$ cat src/rtl/sync_fifo_param.sv
// Single-clock parametrised FIFO with occupancy count, threshold flags, sticky
// error flags, synchronous flush and a selectable first-word-fall-through read port.
module sync_fifo_param #(
    parameter int DSIZE    = 8,
    parameter int ASIZE    = 4,
    parameter int AF_LEVEL = 12,
    parameter int AE_LEVEL = 2,
    parameter int FWFT     = 0
) (
    input  logic             clk,
    input  logic             rst,
    input  logic [DSIZE-1:0] wdata,
    input  logic             winc,
    input  logic             rinc,
    input  logic             flush,
    output logic [DSIZE-1:0] rdata,
    output logic             rvalid,
    output logic             wfull,
    output logic             rempty,
    output logic             walmost_full,
    output logic             ralmost_empty,
    output logic [ASIZE:0]   count,
    output logic             overflow,
    output logic             underflow
);

    localparam int             DEPTH     = 2 ** ASIZE;
    localparam logic [ASIZE:0] DEPTH_CNT = (ASIZE + 1)'(DEPTH);
    localparam logic [ASIZE:0] AF_CNT    = (ASIZE + 1)'(AF_LEVEL);
    localparam logic [ASIZE:0] AE_CNT    = (ASIZE + 1)'(AE_LEVEL);

    logic [DSIZE-1:0] r_mem [DEPTH];
    logic [ASIZE:0]   r_wptr;
    logic [ASIZE:0]   r_rptr;
    logic [ASIZE:0]   r_count;
    logic [ASIZE:0]   w_count_nxt;
    logic             r_wfull;
    logic             r_rempty;
    logic             r_afull;
    logic             r_aempty;
    logic             r_ovf;
    logic             r_udf;
    logic             w_wr_en;
    logic             w_rd_en;

    // Full blocks writes even when a read is accepted in the same cycle.
    assign w_wr_en = winc && !r_wfull && !flush && !rst;
    assign w_rd_en = rinc && !r_rempty && !flush && !rst;

    always_comb begin
        w_count_nxt = r_count;
        if (w_wr_en && !w_rd_en) begin
            w_count_nxt = r_count + 1'b1;
        end else if (!w_wr_en && w_rd_en) begin
            w_count_nxt = r_count - 1'b1;
        end
    end

    always_ff @(posedge clk) begin
        if (w_wr_en) begin
            r_mem[r_wptr[ASIZE-1:0]] <= wdata;
        end
    end

    // Flags come from the next count so they line up with count itself.
    always_ff @(posedge clk) begin
        if (rst || flush) begin
            r_wptr   <= '0;
            r_rptr   <= '0;
            r_count  <= '0;
            r_wfull  <= 1'b0;
            r_rempty <= 1'b1;
            r_afull  <= 1'b0;
            r_aempty <= 1'b1;
            r_ovf    <= 1'b0;
            r_udf    <= 1'b0;
        end else begin
            if (w_wr_en) begin
                r_wptr <= r_wptr + 1'b1;
            end
            if (w_rd_en) begin
                r_rptr <= r_rptr + 1'b1;
            end
            r_count  <= w_count_nxt;
            r_wfull  <= (w_count_nxt == DEPTH_CNT);
            r_rempty <= (w_count_nxt == '0);
            r_afull  <= (w_count_nxt >= AF_CNT);
            r_aempty <= (w_count_nxt <= AE_CNT);
            if (winc && r_wfull) begin
                r_ovf <= 1'b1;
            end
            if (rinc && r_rempty) begin
                r_udf <= 1'b1;
            end
        end
    end

    generate
        if (FWFT != 0) begin : g_fwft
            assign rdata  = r_rempty ? '0 : r_mem[r_rptr[ASIZE-1:0]];
            assign rvalid = !r_rempty;
        end else begin : g_std
            logic [DSIZE-1:0] r_rdata;
            logic             r_rvalid;

            always_ff @(posedge clk) begin
                if (rst || flush) begin
                    r_rdata  <= '0;
                    r_rvalid <= 1'b0;
                end else begin
                    r_rvalid <= w_rd_en;
                    if (w_rd_en) begin
                        r_rdata <= r_mem[r_rptr[ASIZE-1:0]];
                    end
                end
            end

            assign rdata  = r_rdata;
            assign rvalid = r_rvalid;
        end
    endgenerate

    assign wfull         = r_wfull;
    assign rempty        = r_rempty;
    assign walmost_full  = r_afull;
    assign ralmost_empty = r_aempty;
    assign count         = r_count;
    assign overflow      = r_ovf;
    assign underflow     = r_udf;

endmodule

$ cat config.mk
export PLATFORM = sky130hd
export DESIGN_NAME = sync_fifo_param
export DESIGN_NICKNAME = d
export VERILOG_FILES = /design/src/rtl/sync_fifo_param.sv
export SDC_FILE = /design/constraint.sdc
export NUM_CORES = 1
export LEC_CHECK = 0
export CAP_MARGIN = 5
export CELL_PAD_IN_SITES_DETAIL_PLACEMENT = 1
export CELL_PAD_IN_SITES_GLOBAL_PLACEMENT = 1
export CORE_MARGIN = 5
export CORE_UTILIZATION = 52
export CTS_CLUSTER_DIAMETER = 80
export CTS_CLUSTER_SIZE = 8
export DETAILED_ROUTE_END_ITERATION = 16
export GPL_ROUTABILITY_DRIVEN = 0
export GPL_TIMING_DRIVEN = 0
export MAX_ROUTING_LAYER = met4
export PLACE_DENSITY = 0.82
export SLEW_MARGIN = 15
export SYNTH_ARGS = -nofsm -noshare
export SYNTH_HDL_FRONTEND = slang
export SYNTH_SLANG_ARGS = --single-unit
$ cat constraint.sdc
create_clock -name clk -period 3.4 [get_ports clk]
set_input_delay 0.68 -clock clk [delete_from_list [all_inputs] [get_ports clk]]
set_output_delay 0.68 -clock clk [all_outputs]
set_load 0.01 [all_outputs]
== After elaboration in Yosys (flattened, before gate mapping) ==
Memories as Yosys holds them, arrays and structs flattened. A register that Yosys moved wholly into a read port is not among the register bits.
Cells that the tools add are included.
Storage, ports and cells
  bits in writable memories: 128
  bits of input ports: 13
  register bits after elaboration: 22
  memories kept: 1
  logic and storage cells: 40
  output and inout bits: 20
Memory list
  r_mem: depth 16, width 8, read ports 1, clocked after memory_dff 1, write ports 1, RTL line 32  | logic [DSIZE-1:0] r_mem [DEPTH];
Operators by class
  $add $sub $neg: 4
  reduce and logical (&&, ||, !) cells: 18
  equality and inequality tests: 1
  magnitude comparators: 2
  multiplexer cells: 4
Operators with widths (count)
  5-bit by 1-bit adder with 5-bit output, second input constant: 3
  1-bit logical AND: 10
  5-bit two-way mux: 2
  1-bit zero test: 6
  5-bit == test, second input constant: 1
  5-bit by 4-bit >= comparator with 1-bit output, second input constant: 1
  5-bit by 2-bit less-or-equal comparator with 1-bit output, second input constant: 1
  5-bit zero test: 1
  5-bit by 1-bit subtractor with 5-bit output, second input constant: 1
  1-bit two-way mux: 2
  1-bit logical OR: 1

== Logic depth before layout (Yosys ltp) ==
Gate-level depths: netlist of run 1.
  depth after elaboration: 9
  depth in mapped cells: 8
  depth with buffers taken out: 7

== Least setup slack after synthesis of run 1 ==
OpenSTA, ideal clock, no wires.
  path type: input to register
  from: in flush
  to: mem r_mem[3][0], enable pin
  path slack: 1.187 ns
  arrival: 1.830 ns
  required time: 3.017 ns
  stages: 3
  cell sequence: nor4b_4 -> nand2_1 -> nor3_1
On the way
  cells in the longest elaborated chain, start to end: 5
Ends and longest elaborated chain
  start, declared: RTL line 15  | input logic flush,
  1-bit zero test: RTL line 47  | assign w_wr_en = winc && !r_wfull && !flush && !rst;
  1-bit logical AND (2 in series): RTL line 47
  1-bit two-way mux: RTL line 60  | if (w_wr_en) begin
  1-bit two-way mux (implied by the code): RTL line 61  | r_mem[r_wptr[ASIZE-1:0]] <= wdata;
  end, declared: RTL line 32
No other way between the ends.

== Worst setup path in the final report of run 1 ==
  from: in flush
  to: mem r_mem[4][5], enable pin
Same word-level chain as after synthesis.

==> results of run 1 <==
layout by cell type (no fill, tap or decap), types with 7 or more instances in the layout:
master / Yosys / final
edfxtp_1: 128 / 128
nand2_1: 30 / 30
ha_1: 7 / 7
dfxtp_1: 28 / 28
a22o_1: 8 / 8
mux4_2: 32 / 32
a221oi_1: 7 / 7
clkbuf_16: 0 / 17
o21ai_1: 7 / 7
clkdlybuf4s50_1: 0 / 32
nor2_1: 26 / 26
a21oi_1: 8 / 8
layer usage:
layer | track usage [%] | up-vias
met5 | - | -
met4 | 7.60 | 0
met3 | 5.17 | 21
met2 | 34.2 | 102
met1 | 27.6 | 1701
li1 | - | 1486
flip-flops by register name, indices dropped and copies added, names as in the netlist, 4 cells and up:
signal,cells
rdata,8
r_mem,128
r_wptr,4
r_rptr,4
count,5
per-stage QoR:
step	hold slack, ps	instance area [µm²]
after floorplan	474	6160
after global placement	437	6660
after detailed placement	449	6680
after CTS	458	7320
after global routing	474	7320
final	453	7320
where the power goes:
group	total, µW	switching (µW)	internal (µW)
logic	111	69.2	42.2
registers	2080	5.39	2070
clock network	2020	776	1240
critical path, stage by stage:
cell	delay, ps
clkdlybuf4s50_1	510
nor4b_4	500
nand2_1	270
nor2_1	710
worst max path at each step:
stage | from | to | depth (start not counted)
after floorplan | flush | r_mem[3][0] | 3
after global placement | flush | r_mem[3][1] | 4
after detailed placement | flush | r_mem[0][0] | 4
after CTS | flush | r_mem[4][5] | 4
after global routing | flush | r_mem[11][7] | 4
final | flush | r_mem[4][5] | 4
Yosys cell counts, types with 2 or more instances:
master    count
mux4_2       32
nand2b_1      2
xor2_1        5
ha_1          7
inv_1         5
a21oi_1       8
a22o_1        8
buf_1         3
a211oi_1      2
nor2b_1       2
nand2_1      30
nand3_1       2
xnor2_1       4
nor2_1       26
nor3_1        6
o21ai_1       7
a221oi_1      7
buf_2         4
o21ai_0       2
dfxtp_1      28
buf_6         4
o31ai_1       2
edfxtp_1    128
clkbuf_1      4
nand4_1       2
layout make-up:
| cell class | instances | area [µm²] |
|---|---|---|
| multi-input cells | 174 | 1650 |
| repair buffers | 32 | 320 |
| fillers | 1014 | 4200 |
| clock inverters | 15 | 211 |
| well taps | 143 | 179 |
| plain buffers | 17 | 116 |
| flip-flops and latches | 156 | 4400 |
| clock buffers | 17 | 425 |
| inverters | 5 | 18.8 |
cells by family (layout without fill, tap and decap cells):
kind of cell	after synthesis	after routing	synth area share, %
multiplexers	33	33	11.9
AND/OR/NAND/NOR	84	84	7.06
flip-flops	156	156	71.4
buffers and inverters	22	86	2.19
adder cells (fa/ha/maj)	7	7	1.42
AO/OA/AOI/OAI	41	41	4.73
XOR/XNOR	9	9	1.28
==> metrics.txt, run 1 <==
Synth Flop Type edfxtp_1; Worst Max-Slew Pin Slew 842 ps; total power 4210 µW; post-synth top area cell edfxtp_1; Synth Area per Inst 17.5 µm²; final hold vios 0; Antenna Cells 0; Synth Register Bits 156; Crit Path Class in -> reg; initial antenna violation count 0; number of synthesized flops with an enable pin 128; met1 WL 5410 µm; DR WL/cell 24.3 µm; share of layout cells above drive strength 1 21.2%; Max-slew headroom 43.7%; RR Startpoint r_rptr[1]; min cycle time layout 2620 ps; post-synthesis sequential area ratio 71.4%; Min-Delay Startpoint rdata[1]; Layout Nets 423; dpl cells 527; Initial Util 53.5%; HP Class reg -> reg; crit share post-route 77.1%; Critical Path End Type flip-flop; TritonCTS clock tree built; GRT Overall Usage 21.6%; drt total wl 13600 µm; reg-to-reg slack, setup 1160 ps; asr flop ratio synth 0%; RSZ-0062 raised after global routing false; Worst-Skew Late Latency 420 ps; VDD IR-drop max 349 µV; Max Clock Skew 6.24 ps; crit path DAT 2670 ps; number of global-route vias before repair 3617; Hold-fix buffers, CTS 0; CTS Buf Count 17; synth unique cells 47; setup TNS 0 ps; hpwl dp 8970 µm; Req. time, crit path 3450 ps; Remaining Overflow, GRT 0; Max Cap Violations 0; status finished clean; Setup-failing EPs final 0; Leak 0.00236 µW; uppermost routed layer met4; slack of the critical path 777 ps; Met3 Wirelength 855 µm; Reg2Reg Depth 6; Via Count 3310; full die area 14100 µm²; clk buf depth 2; DR iter-0 viols 484; Synth Net Count 372; num ports 33; DRC 0; Final Util 63.6%; Reg2Reg Capture Point rdata[0]; crit path max fanout 8; Sink Count 156; Post-Syn Area 6160 µm²; H-tree levels 4; Fmax 381 MHz; Synth Instances 352; Detail Route Antenna Nets 0; non-filler cells, final 559; post-CTS setup buffers 0; power per cell area 575 nW/µm²; global-route wire length before repair 21700 µm; die width 119 µm; Die Ht 119 µm; core area 11500 µm²; hold path depth 2; # resized after CTS 0; Pins Over Slew Limit 0; row cnt 39; Worst-path clk slew 60 ps; Via density 5.92; Setup crit start kind input port; top cells by area, synth edfxtp_1 62%, mux4_2 12%, dfxtp_1 9.1%; largest net degree at the start of global routing 17; synthesis-to-finish area growth 18.8%; met2 WL 7110 µm; Root Driver clkbuf_16; warnings from Yosys 0; Setup WS pre-CTS 364 ps; Port Buffers 32; Pre-antenna DRT Iters 4; Yosys top cell area share 62.4%; WHS Endpoint rdata[1]
(Power assumes the default switching activity.)
==> run 2: changes to the inputs <==
--- a/config.mk
+++ b/config.mk
@@ -9,14 +9,14 @@
 export CELL_PAD_IN_SITES_DETAIL_PLACEMENT = 1
 export CELL_PAD_IN_SITES_GLOBAL_PLACEMENT = 1
 export CORE_MARGIN = 5
-export CORE_UTILIZATION = 52
+export CORE_UTILIZATION = 51
 export CTS_CLUSTER_DIAMETER = 80
 export CTS_CLUSTER_SIZE = 8
 export DETAILED_ROUTE_END_ITERATION = 16
 export GPL_ROUTABILITY_DRIVEN = 0
 export GPL_TIMING_DRIVEN = 0
 export MAX_ROUTING_LAYER = met4
-export PLACE_DENSITY = 0.82
+export PLACE_DENSITY = 0.81
 export SLEW_MARGIN = 15
 export SYNTH_ARGS = -nofsm -noshare
 export SYNTH_HDL_FRONTEND = slang
==> constraint.sdc (replaced) <==
create_clock -name clk -period 2.6 [get_ports clk]
set_input_delay 0.52 -clock clk [delete_from_list [all_inputs] [get_ports clk]]
set_output_delay 0.52 -clock clk [all_outputs]
set_load 0.01 [all_outputs]
==> metrics.txt, run 2 (synthesis gave the netlist of run 1 again) <==
Reg2Reg Depth 6 (unchanged); slack of the critical path 189 ps (was 777 ps); min cycle time layout 2410 ps; drt total wl 12900 µm (was 13600 µm); global-route wire length before repair 20600 µm (was 21700 µm); Critical Path End Type flip-flop (unchanged); Fmax 415 MHz; full die area 14400 µm² (was 14100 µm²); RR Startpoint r_rptr[1] (unchanged); final hold vios 0 (unchanged); synthesis-to-finish area growth 18.2% (was 18.8%); most common cell after layout, fill and taps aside edfxtp_1 (unchanged); Hold-fix buffers, CTS 0 (unchanged); DR WL/cell 23.0 µm (was 24.3 µm); max FFs per register 128 (unchanged); Min-Delay Startpoint rdata[1] (unchanged); Port Buffers 32 (unchanged); hold path depth 2 (unchanged); hpwl dp 8680 µm (was 8970 µm); placed cell area 6690 µm² (was 6680 µm²); Remaining Overflow, GRT 0 (unchanged); Detail Route Antenna Nets 0 (unchanged); reg-to-reg slack, setup 420 ps (was 1160 ps); Worst-Skew Late Latency 420 ps (about the same); total power 5370 µW (was 4210 µW); HP Class reg -> reg (unchanged); power per cell area 736 nW/µm² (was 575 nW/µm²); Via density 5.70 (was 5.92); RSZ-0062 raised after global routing false (unchanged); largest net degree at the start of global routing 17 (unchanged); Worst-path clk slew 60 ps (about the same); core area 11900 µm² (was 11500 µm²); status finished clean (unchanged); DR iter-0 viols 346 (was 484); crit share post-route 92.7%; clk buf depth 2 (unchanged); initial antenna violation count 0 (unchanged); Max-slew headroom 45.6% (was 43.7%); Sink Count 156 (unchanged); crit path max fanout 8 (unchanged); Max Cap Violations 0 (unchanged); Worst Max-Slew Pin Slew 812 ps (was 842 ps); TritonCTS clock tree built (unchanged); number of global-route vias before repair 3493 (was 3617); source of the critical timing path flush (unchanged); # resized after CTS 0 (unchanged); WHS Endpoint rdata[1] (unchanged); Final Util 61.2% (was 63.6%); Pre-antenna DRT Iters 4 (unchanged); H-tree levels 4 (unchanged); Initial Util 51.8% (was 53.5%); VDD IR-drop max 375 µV (was 349 µV); Setup crit start kind input port (unchanged); GRT Overall Usage 20.3% (was 21.6%); Antenna Cells 0 (unchanged); CTS Buf Count 17 (unchanged); Layout Nets 423 (unchanged); Via Count 3207 (was 3310); Reg2Reg Capture Point rdata[0] (unchanged); final instance area 7290 µm² (was 7320 µm²); Leak 0.00234 µW (was 0.00236 µW); Setup WS pre-CTS -257 ps (was 364 ps); row cnt 40 (was 39); Root Driver clkbuf_16 (unchanged); Setup-failing EPs final 0 (unchanged); Crit Path Class in -> reg (unchanged); die width 120 µm (was 119 µm); most frequent cells in the layout 128 x edfxtp_1, 32 x mux4_2, 32 x clkdlybuf4s50_1 (unchanged); DRC 0 (unchanged); post-CTS setup buffers 0 (unchanged); setup TNS 0 ps (unchanged); crit path DAT 2460 ps (was 2670 ps); num ports 33 (unchanged); Pins Over Slew Limit 0 (unchanged); Die Ht 120 µm (was 119 µm); share of layout cells above drive strength 1 19.5% (was 21.2%); Req. time, crit path 2650 ps (was 3450 ps); Max Clock Skew 8.22 ps (was 6.24 ps)
[run 2: cell types whose count changed in the layout (fill, tap and decap cells not counted), sizes merged]
cell	change
bufinv	-1
clkinv	-3
inv	-5
clkbuf	+9
[run 2: routing by layer]
layer / vias up / GRT usage, % / wire length [µm]
met3: 21 / 4.71 / 712
met2: 78 / 30.5 / 6360
met5: - / - / 0
li1: 1481 / - / -
met4: 0 / 8.52 / 279
met1: 1627 / 26.9 / 5570
[run 2: metrics by stage]
step / hold WS [ps] / std cells
2_1_floorplan: 474 / 352
3_3_place_gp: 437 / 531
3_5_place_dp: 460 / 531
4_1_cts: 471 / 563
5_1_grt: 495 / 563
6_report: 461 / 563
[run 2: worst max-delay path by stage]
stage                    to  slack [ps]  cells past startpoint
5_1_grt        r_mem[15][6]         0.5                      4
4_1_cts        r_mem[15][0]         130                      4
3_3_place_gp    r_mem[3][1]        -610                      4
3_5_place_dp    r_mem[3][0]        -260                      4
6_report        r_mem[3][5]         190                      4
2_1_floorplan   r_mem[3][0]         550                      3
[run 2: critical path: stages]
cell,delay [ps]
clkdlybuf4s50_1,510
nor4b_4,450
nand2_1,300
nor3_2,670
[run 2: where the power goes]
| part | internal, µW | total (µW) | switching, µW |
|---|---|---|---|
| sequential | 2710 | 2720 | 6.95 |
| combinational | 55.1 | 143 | 88.4 |
| clock | 1590 | 2510 | 919 |
| total | 4350 | 5370 | 1010 |
[run 2: layout make-up]
type / instances / area, µm²
clock inverter: 6 / 110
timing repair buffer: 32 / 320
multi-input combinational: 174 / 1650
fill: 1068 / 4620
sequential: 156 / 4400
inverter: 5 / 18.8
clock buffer: 26 / 489
tap: 147 / 184
buffer: 17 / 116
==> run 3: changes to the inputs <==
--- a/config.mk
+++ b/config.mk
@@ -14,7 +14,6 @@
 export CTS_CLUSTER_SIZE = 8
 export DETAILED_ROUTE_END_ITERATION = 16
 export GPL_ROUTABILITY_DRIVEN = 0
-export GPL_TIMING_DRIVEN = 0
 export MAX_ROUTING_LAYER = met4
 export PLACE_DENSITY = 0.81
 export SLEW_MARGIN = 15
==> metrics.txt, run 3 (synthesis gave the netlist of run 1 again) <==
setup TNS 0 ps (unchanged); Max-slew headroom 52.7% (was 45.6%); Die Ht 120 µm (unchanged); Antenna Cells 0 (unchanged); Critical Path End Type output port (was flip-flop); max FFs per register 128 (unchanged); Hold-fix buffers, CTS 0 (unchanged); synthesis-to-finish area growth 18.1% (was 18.2%); reg-to-reg slack, setup 550 ps (was 420 ps); drt total wl 13700 µm (was 12900 µm); initial antenna violation count 0 (unchanged); DR WL/cell 24.3 µm (was 23.0 µm); Worst-path clk slew 60 ps (about the same); Pins Over Slew Limit 0 (unchanged); core area 11900 µm² (unchanged); Worst-Skew Late Latency 430 ps (was 420 ps); clk buf depth 2 (unchanged); source of the critical timing path count[0] (was flush); HP Class reg -> reg (unchanged); TritonCTS clock tree built (unchanged); Fmax 484 MHz (was 415 MHz); Max Clock Skew 17.2 ps (was 8.22 ps); hpwl dp 9040 µm (was 8680 µm); post-CTS setup buffers 0 (unchanged); Sink Count 156 (unchanged); Reg2Reg Capture Point rdata[4] (was rdata[0]); Setup crit start kind flip-flop (was input port); Reg2Reg Depth 5 (was 6); crit path buf inv count 1 (unchanged); Via Count 3320 (was 3207); final hold vios 0 (unchanged); Remaining Overflow, GRT 0 (unchanged); Root Driver clkbuf_16 (unchanged); most common cell after layout, fill and taps aside edfxtp_1 (unchanged); max incr delay on CP 600 ps (was 670 ps); # resized after CTS 0 (unchanged); Detail Route Antenna Nets 0 (unchanged); global-route wire length before repair 21300 µm (was 20600 µm); Fill cells 1065 (was 1068); Initial Util 51.8% (unchanged); Max Cap Violations 0 (unchanged); row cnt 40 (unchanged); num ports 33 (unchanged); Via density 5.87 (was 5.70); Final Util 61.1% (was 61.2%); DR iter-0 viols 276 (was 346); crit share post-route 79.5% (was 92.7%); VDD IR-drop max 589 µV (was 375 µV); RSZ-0062 raised after global routing false (unchanged); crit path max fanout 10 (was 8); CTS Buf Count 17 (unchanged); full die area 14400 µm² (unchanged); Req. time, crit path 2080 ps (was 2650 ps); DRC 0 (unchanged); worst-path cell chain clkdlybuf4s50_1 (was clkdlybuf4s50_1 -> nor4b_4 -> nand2_1 -> nor3_2); Worst Max-Slew Pin Slew 707 ps (was 812 ps); H-tree levels 4 (unchanged); share of layout cells above drive strength 1 22.0% (was 19.5%); CP endpoint count[0] (was r_mem[3][5]); Top delay family on crit path buffers and inverters (was simple AND/OR/NAND/NOR gates); RR Startpoint r_rptr[0] (was r_rptr[1]); Setup-failing EPs final 0 (unchanged); power per cell area 709 nW/µm² (was 736 nW/µm²); Leak 0.00233 µW (was 0.00234 µW); Crit Path Class reg -> out (was in -> reg); GRT Overall Usage 21.3% (was 20.3%); die width 120 µm (unchanged); number of global-route vias before repair 3592 (was 3493); CP Depth 1 (was 4); Layout Nets 426 (was 423); Worst path slowest cell clkdlybuf4s50_1 (was nor3_2); min cycle time layout 2070 ps (was 2410 ps); Pre-antenna DRT Iters 4 (unchanged); most frequent cells in the layout 128 x edfxtp_1, 32 x mux4_2, 32 x clkdlybuf4s50_1 (unchanged); Port Buffers 32 (unchanged); status finished clean (unchanged); largest net degree at the start of global routing 36 (was 17); crit path DAT 1550 ps (was 2460 ps)
run 3: cell types whose count changed in the layout (fill, tap and decap cells not counted), sizes merged:
cell and change:
clkbuf -12, clkinvlp +4, bufinv -2, inv +3
clkinv +2, buf +8
run 3: layout make-up:
| cell class | count | area, µm² | area share (%) |
|---|---|---|---|
| clock inverter | 13 | 116 | 1.60 |
| multi-input combinational | 174 | 1630 | 22.3 |
| sequential | 156 | 4410 | 60.5 |
| tap | 147 | 184 | 2.53 |
| timing repair buffer | 52 | 495 | 6.81 |
| inverter | 5 | 18.8 | 0.258 |
| clock buffer | 19 | 433 | 5.95 |
run 3: per-stage QoR:
stage | cells | cell area, µm² | hold slack (ps) | setup slack [ps] | power (µW)
3_5_place_dp | 534 | 6730 | 452 | 149 | 2920
4_1_cts | 566 | 7280 | 461 | 517 | 5210
6_report | 566 | 7280 | 456 | 534 | 5160
3_3_place_gp | 534 | 6730 | 437 | 218 | 2910
2_1_floorplan | 352 | 6160 | 474 | 547 | 2830
5_1_grt | 566 | 7280 | 482 | 432 | 5350
run 3: power breakdown:
part	switching, µW	internal [µW]	leakage (µW)
Sequential	8.85	2710	0.00138
Combinational	87.6	55.2	0.000702
Clock	980	1320	0.000254
Total	1080	4080	0.00233
run 3: worst min path at each step:
| stage | from | to | slack, ps | cells past startpoint |
|---|---|---|---|---|
| after floorplan | rdata[0] | rdata[0] | 470 | 2 |
| after global placement | rdata[6] | rdata[6] | 440 | 2 |
| after detailed placement | rdata[6] | rdata[6] | 450 | 2 |
| after CTS | rdata[3] | rdata[3] | 460 | 2 |
| after global routing | rdata[3] | rdata[3] | 480 | 2 |
| final | rdata[4] | rdata[4] | 460 | 2 |
run 3: layer usage:
layer	track usage [%]	vias up	share of wire, %
li1	-	1486	-
met1	26.9	1715	41
met2	33.8	99	51
met3	5.37	20	5.1
met4	7.59	0	2.3
met5	-	-	0
